[config.mk]
export PLATFORM = sky130hd
export DESIGN_NAME = i2s_rcvr_deserializer_flat
export DESIGN_NICKNAME = d
export VERILOG_FILES = /design/src/rtl/i2s_rcvr_deserializer_pkg.sv /design/src/rtl/i2s_rcvr_deserializer_if.sv /design/src/rtl/i2s_rcvr_deserializer_word_assembler.sv /design/src/rtl/i2s_rcvr_deserializer.sv /design/src/flat_wrapper.sv
export SDC_FILE = /design/constraint.sdc
export NUM_CORES = 1
export LEC_CHECK = 0
export BUFFER_PORTS_ARGS = -buffer_cell sky130_fd_sc_hd__buf_2
export CORE_ASPECT_RATIO = 1.4
export CORE_MARGIN = 3
export CORE_UTILIZATION = 55
export DETAILED_ROUTE_END_ITERATION = 8
export GPL_TIMING_DRIVEN = 0
export PLACE_DENSITY = 0.8
export SYNTH_ARGS = -nofsm -noshare
export SYNTH_HDL_FRONTEND = slang
export SYNTH_SLANG_ARGS = --single-unit
export TNS_END_PERCENT = 20
[constraint.sdc]
create_clock -name clk -period 5.1 [get_ports clk]
set_input_delay 1.275 -clock clk [delete_from_list [all_inputs] [get_ports clk]]
set_output_delay 1.275 -clock clk [all_outputs]
set_load 0.02 [all_outputs]
[src/rtl/i2s_rcvr_deserializer_pkg.sv]
// Shared types and constants for the I2S receive deserializer.
//   state_t  : framing state machine encoding (SYNC, LEFT, RIGHT)
//   CH_LEFT  : ws level that selects the left channel
//   CH_RIGHT : ws level that selects the right channel
//   WS_RESET : value the remembered ws level takes on reset
package i2s_rcvr_pkg;

  typedef enum logic [1:0] {
    SYNC  = 2'd0,
    LEFT  = 2'd1,
    RIGHT = 2'd2
  } state_t;

  localparam logic CH_LEFT  = 1'b0;
  localparam logic CH_RIGHT = 1'b1;
  localparam logic WS_RESET = 1'b1;

endpackage

[src/rtl/i2s_rcvr_deserializer_if.sv]
// Parallel stereo sample bus between the deserializer and the sample FIFO.
//   sample_left/sample_right : held frame, DATA_W bits per channel
//   sample_valid             : held frame is valid
//   sample_ready             : consumer accepts when valid & ready
//   overrun                  : one-cycle pulse when a completed frame is dropped
// modport master : producer (deserializer)
// modport slave  : consumer (FIFO)
interface i2s_rcvr_deserializer_if #(
  parameter int DATA_W = 16
);

  logic [DATA_W-1:0] sample_left;
  logic [DATA_W-1:0] sample_right;
  logic              sample_valid;
  logic              sample_ready;
  logic              overrun;

  modport master (
    output sample_left,
    output sample_right,
    output sample_valid,
    output overrun,
    input  sample_ready
  );

  modport slave (
    input  sample_left,
    input  sample_right,
    input  sample_valid,
    input  overrun,
    output sample_ready
  );

endinterface

[src/rtl/i2s_rcvr_deserializer_word_assembler.sv]
// MSB-first word assembler with left-justification into DATA_W bits.
//   clk, n_rst  : clock, asynchronous active-low reset
//   strobe      : update the word register this cycle
//   bit_in      : serial bit of this strobe
//   clear_after : start a new word after this strobe
//   include_bit : append bit_in to the current word; when clear_after is set
//                 and include_bit is clear, bit_in instead becomes the MSB of
//                 the new word (left-justified framing)
//   word_now    : the current word including bit_in when include_bit is set
// Bits beyond DATA_W are discarded; unfilled LSBs stay zero.
module i2s_word_assembler #(
  parameter int DATA_W = 16
) (
  input  logic              clk,
  input  logic              n_rst,
  input  logic              strobe,
  input  logic              bit_in,
  input  logic              clear_after,
  input  logic              include_bit,
  output logic [DATA_W-1:0] word_now
);

  localparam int                CNT_W   = $clog2(DATA_W + 1);
  localparam logic [DATA_W-1:0] MSB_ONE = {1'b1, {(DATA_W-1){1'b0}}};

  logic [DATA_W-1:0] word_q;
  logic [DATA_W-1:0] word_next;
  logic [DATA_W-1:0] bit_mask;
  logic [CNT_W-1:0]  cnt_q;
  logic [CNT_W-1:0]  cnt_now;
  logic [CNT_W-1:0]  cnt_next;

  // The mask walks down from the MSB and becomes zero once bit_cnt reaches
  // DATA_W, so saturation also handles truncation of long words.
  always_comb begin
    bit_mask = MSB_ONE >> cnt_q;
    word_now = word_q;
    cnt_now  = cnt_q;
    if (include_bit && (cnt_q < CNT_W'(DATA_W))) begin
      if (bit_in) begin
        word_now = word_q | bit_mask;
      end
      cnt_now = cnt_q + CNT_W'(1);
    end
    word_next = '0;
    cnt_next  = '0;
    if (!include_bit) begin
      word_next = bit_in ? MSB_ONE : '0;
      cnt_next  = CNT_W'(1);
    end
  end

  always_ff @(posedge clk or negedge n_rst) begin
    if (!n_rst) begin
      word_q <= '0;
      cnt_q  <= '0;
    end else if (strobe) begin
      if (clear_after) begin
        word_q <= word_next;
        cnt_q  <= cnt_next;
      end else begin
        word_q <= word_now;
        cnt_q  <= cnt_now;
      end
    end
  end

endmodule

[src/rtl/i2s_rcvr_deserializer.sv]
// I2S receive deserializer: assembles left/right words from the shift strobe,
// sdata and ws, and offers each completed stereo frame on a valid/ready bus.
//   clk, n_rst : clock, asynchronous active-low reset
//   shift      : one-cycle strobe qualifying sdata and ws
//   sdata      : serial data, MSB first
//   ws         : word select (0 = left, 1 = right)
//   smp        : sample bus (sample_left, sample_right, sample_valid,
//                sample_ready, overrun)
// Build option: define I2S_RCVR_LJ_EN for left-justified framing (no 1-bit
// delay); otherwise standard I2S framing.
module i2s_rcvr_deserializer
  import i2s_rcvr_pkg::*;
#(
  parameter int DATA_W = 16
) (
  input  logic                     clk,
  input  logic                     n_rst,
  input  logic                     shift,
  input  logic                     sdata,
  input  logic                     ws,
  i2s_rcvr_deserializer_if.master  smp
);

`ifdef I2S_RCVR_LJ_EN
  localparam logic LJ_MODE = 1'b1;
`else
  localparam logic LJ_MODE = 1'b0;
`endif

  state_t            state_q, state_d;
  logic              ws_prev_q;
  logic              transition;
  logic              asm_strobe, asm_clear, asm_include;
  logic              load_left, frame_done;
  logic [DATA_W-1:0] word_now;
  logic [DATA_W-1:0] left_hold_q;
  logic [DATA_W-1:0] left_q, right_q;
  logic              valid_q, overrun_q;

  i2s_word_assembler #(.DATA_W(DATA_W)) u_assembler (
    .clk         (clk),
    .n_rst       (n_rst),
    .strobe      (asm_strobe),
    .bit_in      (sdata),
    .clear_after (asm_clear),
    .include_bit (asm_include),
    .word_now    (word_now)
  );

  assign transition = (ws != ws_prev_q);

  // On a channel change, standard I2S appends the strobe's bit to the ending
  // word; left-justified framing instead starts the new word with it.
  always_comb begin
    state_d     = state_q;
    asm_strobe  = 1'b0;
    asm_clear   = 1'b0;
    asm_include = 1'b1;
    load_left   = 1'b0;
    frame_done  = 1'b0;
    if (shift) begin
      case (state_q)
        SYNC: begin
          if (transition && (ws == CH_LEFT)) begin
            asm_strobe  = 1'b1;
            asm_clear   = 1'b1;
            asm_include = ~LJ_MODE;
            state_d     = LEFT;
          end
        end
        LEFT: begin
          asm_strobe = 1'b1;
          if (transition && (ws == CH_RIGHT)) begin
            asm_clear   = 1'b1;
            asm_include = ~LJ_MODE;
            load_left   = 1'b1;
            state_d     = RIGHT;
          end
        end
        RIGHT: begin
          asm_strobe = 1'b1;
          if (transition && (ws == CH_LEFT)) begin
            asm_clear   = 1'b1;
            asm_include = ~LJ_MODE;
            frame_done  = 1'b1;
            state_d     = LEFT;
          end
        end
        default: state_d = SYNC;
      endcase
    end
  end

  always_ff @(posedge clk or negedge n_rst) begin
    if (!n_rst) begin
      state_q     <= SYNC;
      ws_prev_q   <= WS_RESET;
      left_hold_q <= '0;
    end else begin
      state_q <= state_d;
      if (shift) begin
        ws_prev_q <= ws;
      end
      if (load_left) begin
        left_hold_q <= word_now;
      end
    end
  end

  // A new frame may replace the held one only if the slot is empty or being
  // accepted in the same cycle; otherwise the new frame is dropped.
  always_ff @(posedge clk or negedge n_rst) begin
    if (!n_rst) begin
      left_q    <= '0;
      right_q   <= '0;
      valid_q   <= 1'b0;
      overrun_q <= 1'b0;
    end else begin
      overrun_q <= 1'b0;
      if (frame_done) begin
        if (!valid_q || smp.sample_ready) begin
          left_q  <= left_hold_q;
          right_q <= word_now;
          valid_q <= 1'b1;
        end else begin
          overrun_q <= 1'b1;
        end
      end else if (valid_q && smp.sample_ready) begin
        valid_q <= 1'b0;
      end
    end
  end

  assign smp.sample_left  = left_q;
  assign smp.sample_right = right_q;
  assign smp.sample_valid = valid_q;
  assign smp.overrun      = overrun_q;

endmodule

[src/flat_wrapper.sv]
// flat-port wrapper written by rule: the top's interface ports become plain ports
module i2s_rcvr_deserializer_flat import i2s_rcvr_pkg::*;
#(
  parameter int DATA_W = 16
)
  (clk, n_rst, shift, sdata, ws, smp_sample_left, smp_sample_right, smp_sample_valid, smp_overrun, smp_sample_ready);
  i2s_rcvr_deserializer_if #(.DATA_W(DATA_W)) smp_i ();
  input  logic clk;
  input  logic n_rst;
  input  logic shift;
  input  logic sdata;
  input  logic ws;
  output wire logic [$bits(smp_i.sample_left)-1:0] smp_sample_left;
  output wire logic [$bits(smp_i.sample_right)-1:0] smp_sample_right;
  output wire logic [$bits(smp_i.sample_valid)-1:0] smp_sample_valid;
  output wire logic [$bits(smp_i.overrun)-1:0] smp_overrun;
  input wire logic [$bits(smp_i.sample_ready)-1:0] smp_sample_ready;
  assign smp_sample_left = smp_i.sample_left;
  assign smp_sample_right = smp_i.sample_right;
  assign smp_sample_valid = smp_i.sample_valid;
  assign smp_overrun = smp_i.overrun;
  assign smp_i.sample_ready = smp_sample_ready;
  i2s_rcvr_deserializer #(.DATA_W(DATA_W)) u_core (.clk(clk), .n_rst(n_rst), .shift(shift), .sdata(sdata), .ws(ws), .smp(smp_i));
endmodule
==> summary.md <==
| Metric | Value |
|---|---|
| Fin. Hold Viols | 0 |
| GRT Util Overall | 21.65% |
| Nets | 346 |
| Setup TNS | 0 ps |
| Power, Total | 1.796 mW |
| CTS tree | done |
| Via count | 2,258 |
| Tmin final | 2460 ps |
| Status | finished clean |
| Max capacitance violation total | 0 |
| Core Util, Final | 67.22% |
| CTS clk-pin slew, worst paths | 70 ps |
| Slew HR | 40.43% |
| Initial DRC Count | ~260 |
| Largest family of logic cells by synthesized area | compound AO/OA/AOI/OAI gates |
| Post-CTS Hold Fix Bufs | 0 |
| Congestion Overflow GR | 0 |
| Fillers | around 400 |
| Avg Inst Size Synth | 11.08 um^2 |
| Core area | 5314 um^2 |
| M3 GR Usage | 5.538% |
| Post-synthesis compound-gate area fraction | about 16% |
| Adder-cell share of the synthesized area | 4.034% |
| Peak supply drop | 0.2584 mV |
| Max clock buf depth | 2 |
| Mapped cell area | 3102 um^2 |
| YS warnings | 0 |
| Synth top area cells | dfrtp_1 59%, mux2_2 6.2%, o21ai_0 5.6% |
| Hold Crit Class | reg2reg |
| First-pass DRT Iterations | 4 |
| Flops & latches, synth | 74 |
| Antenna-violating nets left | 0 |
| TritonCTS Buffers | 9 |
| Register area | about 1900 um^2 |
| Static leakage | 1.829 nW |
| CTS Sinks | 74 |
| Routed wire length | 6422 um |
| Routability congestion estimate | 0.8817 |
| Clock latency on the worst-skew pair | roughly 350 ps |
| Multi-input gate area | 1159 um^2 |
| Die width | 69.47 um |
| # setup viols final | 0 |
| Clk_skew | a little under 10 ps |
| Peak Freq | 406.5 MHz |
| Setup bufs post-CTS | 0 |
| Average wire per standard cell | 16.01 um |
| Netlist cell types | 32 |
| Worst EP arrival | 2690 ps |
| Slew Limit Fails | 0 |
| Endpoint class of the critical path | flip-flop |
| Via/cell ratio | 5.631 |
| Post-synthesis simple-gate area fraction | about 11% |
| CTS-repair resized insts | 0 |
| GRT met1 Usage | 25.41% |
| Largest area contributor in the netlist | dfrtp_1 |
| WP data required | 5330 ps |
| Pwr dens | 502.8 nW/um^2 |
| Post-DP HPWL | 4503 um |
| Largest net degree at the start of global routing | 75 |
| Final period util | 48.24% |
| Global-route met2 utilization | 37.58% |
| GR peak layer | met2 |
| Antenna diodes | 0 |
| Initial Utilization | ~58% |
| Share of post-route cells with drive strength above 1 | 25.67% |
| Root buffer cell | clkbuf_8 |
| Die area | ~6600 um^2 |
| RSZ-0062 raised after global routing | no |
| Worst Setup Path Type | in2reg |
| Initial antenna violation count | 0 |
| Post-synth net total | 296 |
| Actual slew at the worst max-slew pin | approximately 890 ps |
| H-tree levels | 3 |
| Chip Height | 94.86 um |
| Crit path max fanout | 10 |
| Xor and xnor area share after synthesis | 0% |
| Vias in the first global route | 2,331 |
| Port Buffers | 39 |
| Layout area overhead | 15.17% |
| Cells after synthesis | 280 |
| Crit start category | input pin |
| FP Rows | 31 |
| Mux cell area share after synthesis | 6.172% |
| First-pass GRT wire length | around 11,000 um |
| DRC | 0 |
| Seq/Total Area, Yosys | 59.74% |
| Ports | 40 |
| Top cell type's share of synthesized area | approximately three fifths |
-- logic make-up after synthesis --
kind of cell	Yosys count
AOI/OAI and AO/OA	81
adders and majority gates	10
buffers and inverters	21
DFF	74
muxes	17
and+or+nand+nor	77
-- worst max-delay path: stages --
cell and delay (ps):
buf_2 120, nand3b_2 290, a21o_1 280, nor2_2 330
buf_2 300, nor2_1 80
-- cells in the final DEF (no fill, tap or decap) --
cell type and instances:
dfstp_2 1, inv_6 1, nand3b_2 1, a21oi_1 23
nor3_1 2, nand4_1 1, clkinv_2 1, nor2_2 1
inv_2 1, nor2_1 22, o31ai_1 1, a31oi_1 12
dfrtp_1 73, o221ai_1 1, mux2_2 17, o21ai_0 35
nand2_1 37, buf_4 2, a22o_1 3, ha_1 10
a21o_1 3, nand2b_1 3, clkinvlp_4 1, or4_1 1
clkbuf_1 6, inv_1 8, or4_4 1, clkbuf_8 12
buf_2 44, or2_2 1, and3b_1 1, a41oi_1 1
nor2b_1 2, a2111oi_4 2, nand3_1 1, and2b_1 3
-- synthesized netlist by cell type (all sizes together) --
library cell and count:
dfrtp 73, and3b 1, inv 9, mux2 17, nand2 37, or2 1, nor2 23, nand3 1
dfstp 1, a21oi 23, o31ai 1, o221ai 1, nor3 2, o21ai 35, nand4 1, and2b 3
nand3b 1, or4 2, nor2b 2, a2111oi 2, a21o 3, clkbuf 5, a31oi 12, a22o 3
nand2b 3, a41oi 1, ha 10, buf 7
-- where the power goes --
| part | internal (mW) | switching [mW] | total, mW |
|---|---|---|---|
| combinational | 0.193 | 0.360 | 0.553 |
| sequential | 0.726 | 0.0874 | 0.814 |
| clock | 0.218 | 0.211 | 0.429 |
-- final cells by class --
type                    count  share of cell area, %
clock buffers              13                  4.729
clock inverters             3                 0.5954
multi-input cells         185                  32.43
repair buffers             39                  5.534
well taps                  66                  2.312
plain buffers              12                  1.576
inverters                   9                 0.9457
flip-flops and latches     74                  51.87
-- state kept, by name, summed over array words and instances, names as in the netlist --
signal and count:
u_core.left_hold_q 16, u_core.smp.overrun 1, u_core.smp.sample_left 16, u_core.smp.sample_right 16, u_core.smp.sample_valid 1, u_core.state_q 2, u_core.u_assembler.cnt_q 5, u_core.u_assembler.word_q 16
u_core.ws_prev_q 1
-- final timing paths --
path | startpoint | cells past startpoint | endpoint | slack [ps]
worst max register to register | u_core.state_q[0] | 7 | u_core.u_assembler.word_q[10] | 3090
min in group asynchronous | n_rst | 1 | u_core.smp.overrun | 1040
worst min-delay path | u_core.left_hold_q[7] | 2 | u_core.left_hold_q[7] | 480
max in group asynchronous | n_rst | 1 | u_core.u_assembler.word_q[4] | 3480
worst max-delay path | ws | 6 | u_core.u_assembler.word_q[10] | 2640
worst min register to register | u_core.left_hold_q[7] | 2 | u_core.left_hold_q[7] | 480
-- per-stage QoR --
step                hold slack [ps]  instances  setup slack (ps)  cell area (um^2)
floorplan                     446.0        280              2673              3102
finish                        477.0        401              2640              3572
CTS                           483.6        401              2650              3572
global placement              459.8        385              2324              3379
global route                  520.3        401              2554              3572
detailed placement            467.0        385              2294              3382
-- per-layer routing --
layer | part of all wire (%) | up-vias | wire length [um]
met5 | 0 | - | 0
met4 | 1.8 | 0 | 114
met3 | 5.6 | 10 | 359
met2 | 53 | 60 | 3403
met1 | 40 | 1114 | 2545
li1 | - | 1074 | -
No activity file was read; power rests on OpenSTA's default activity.
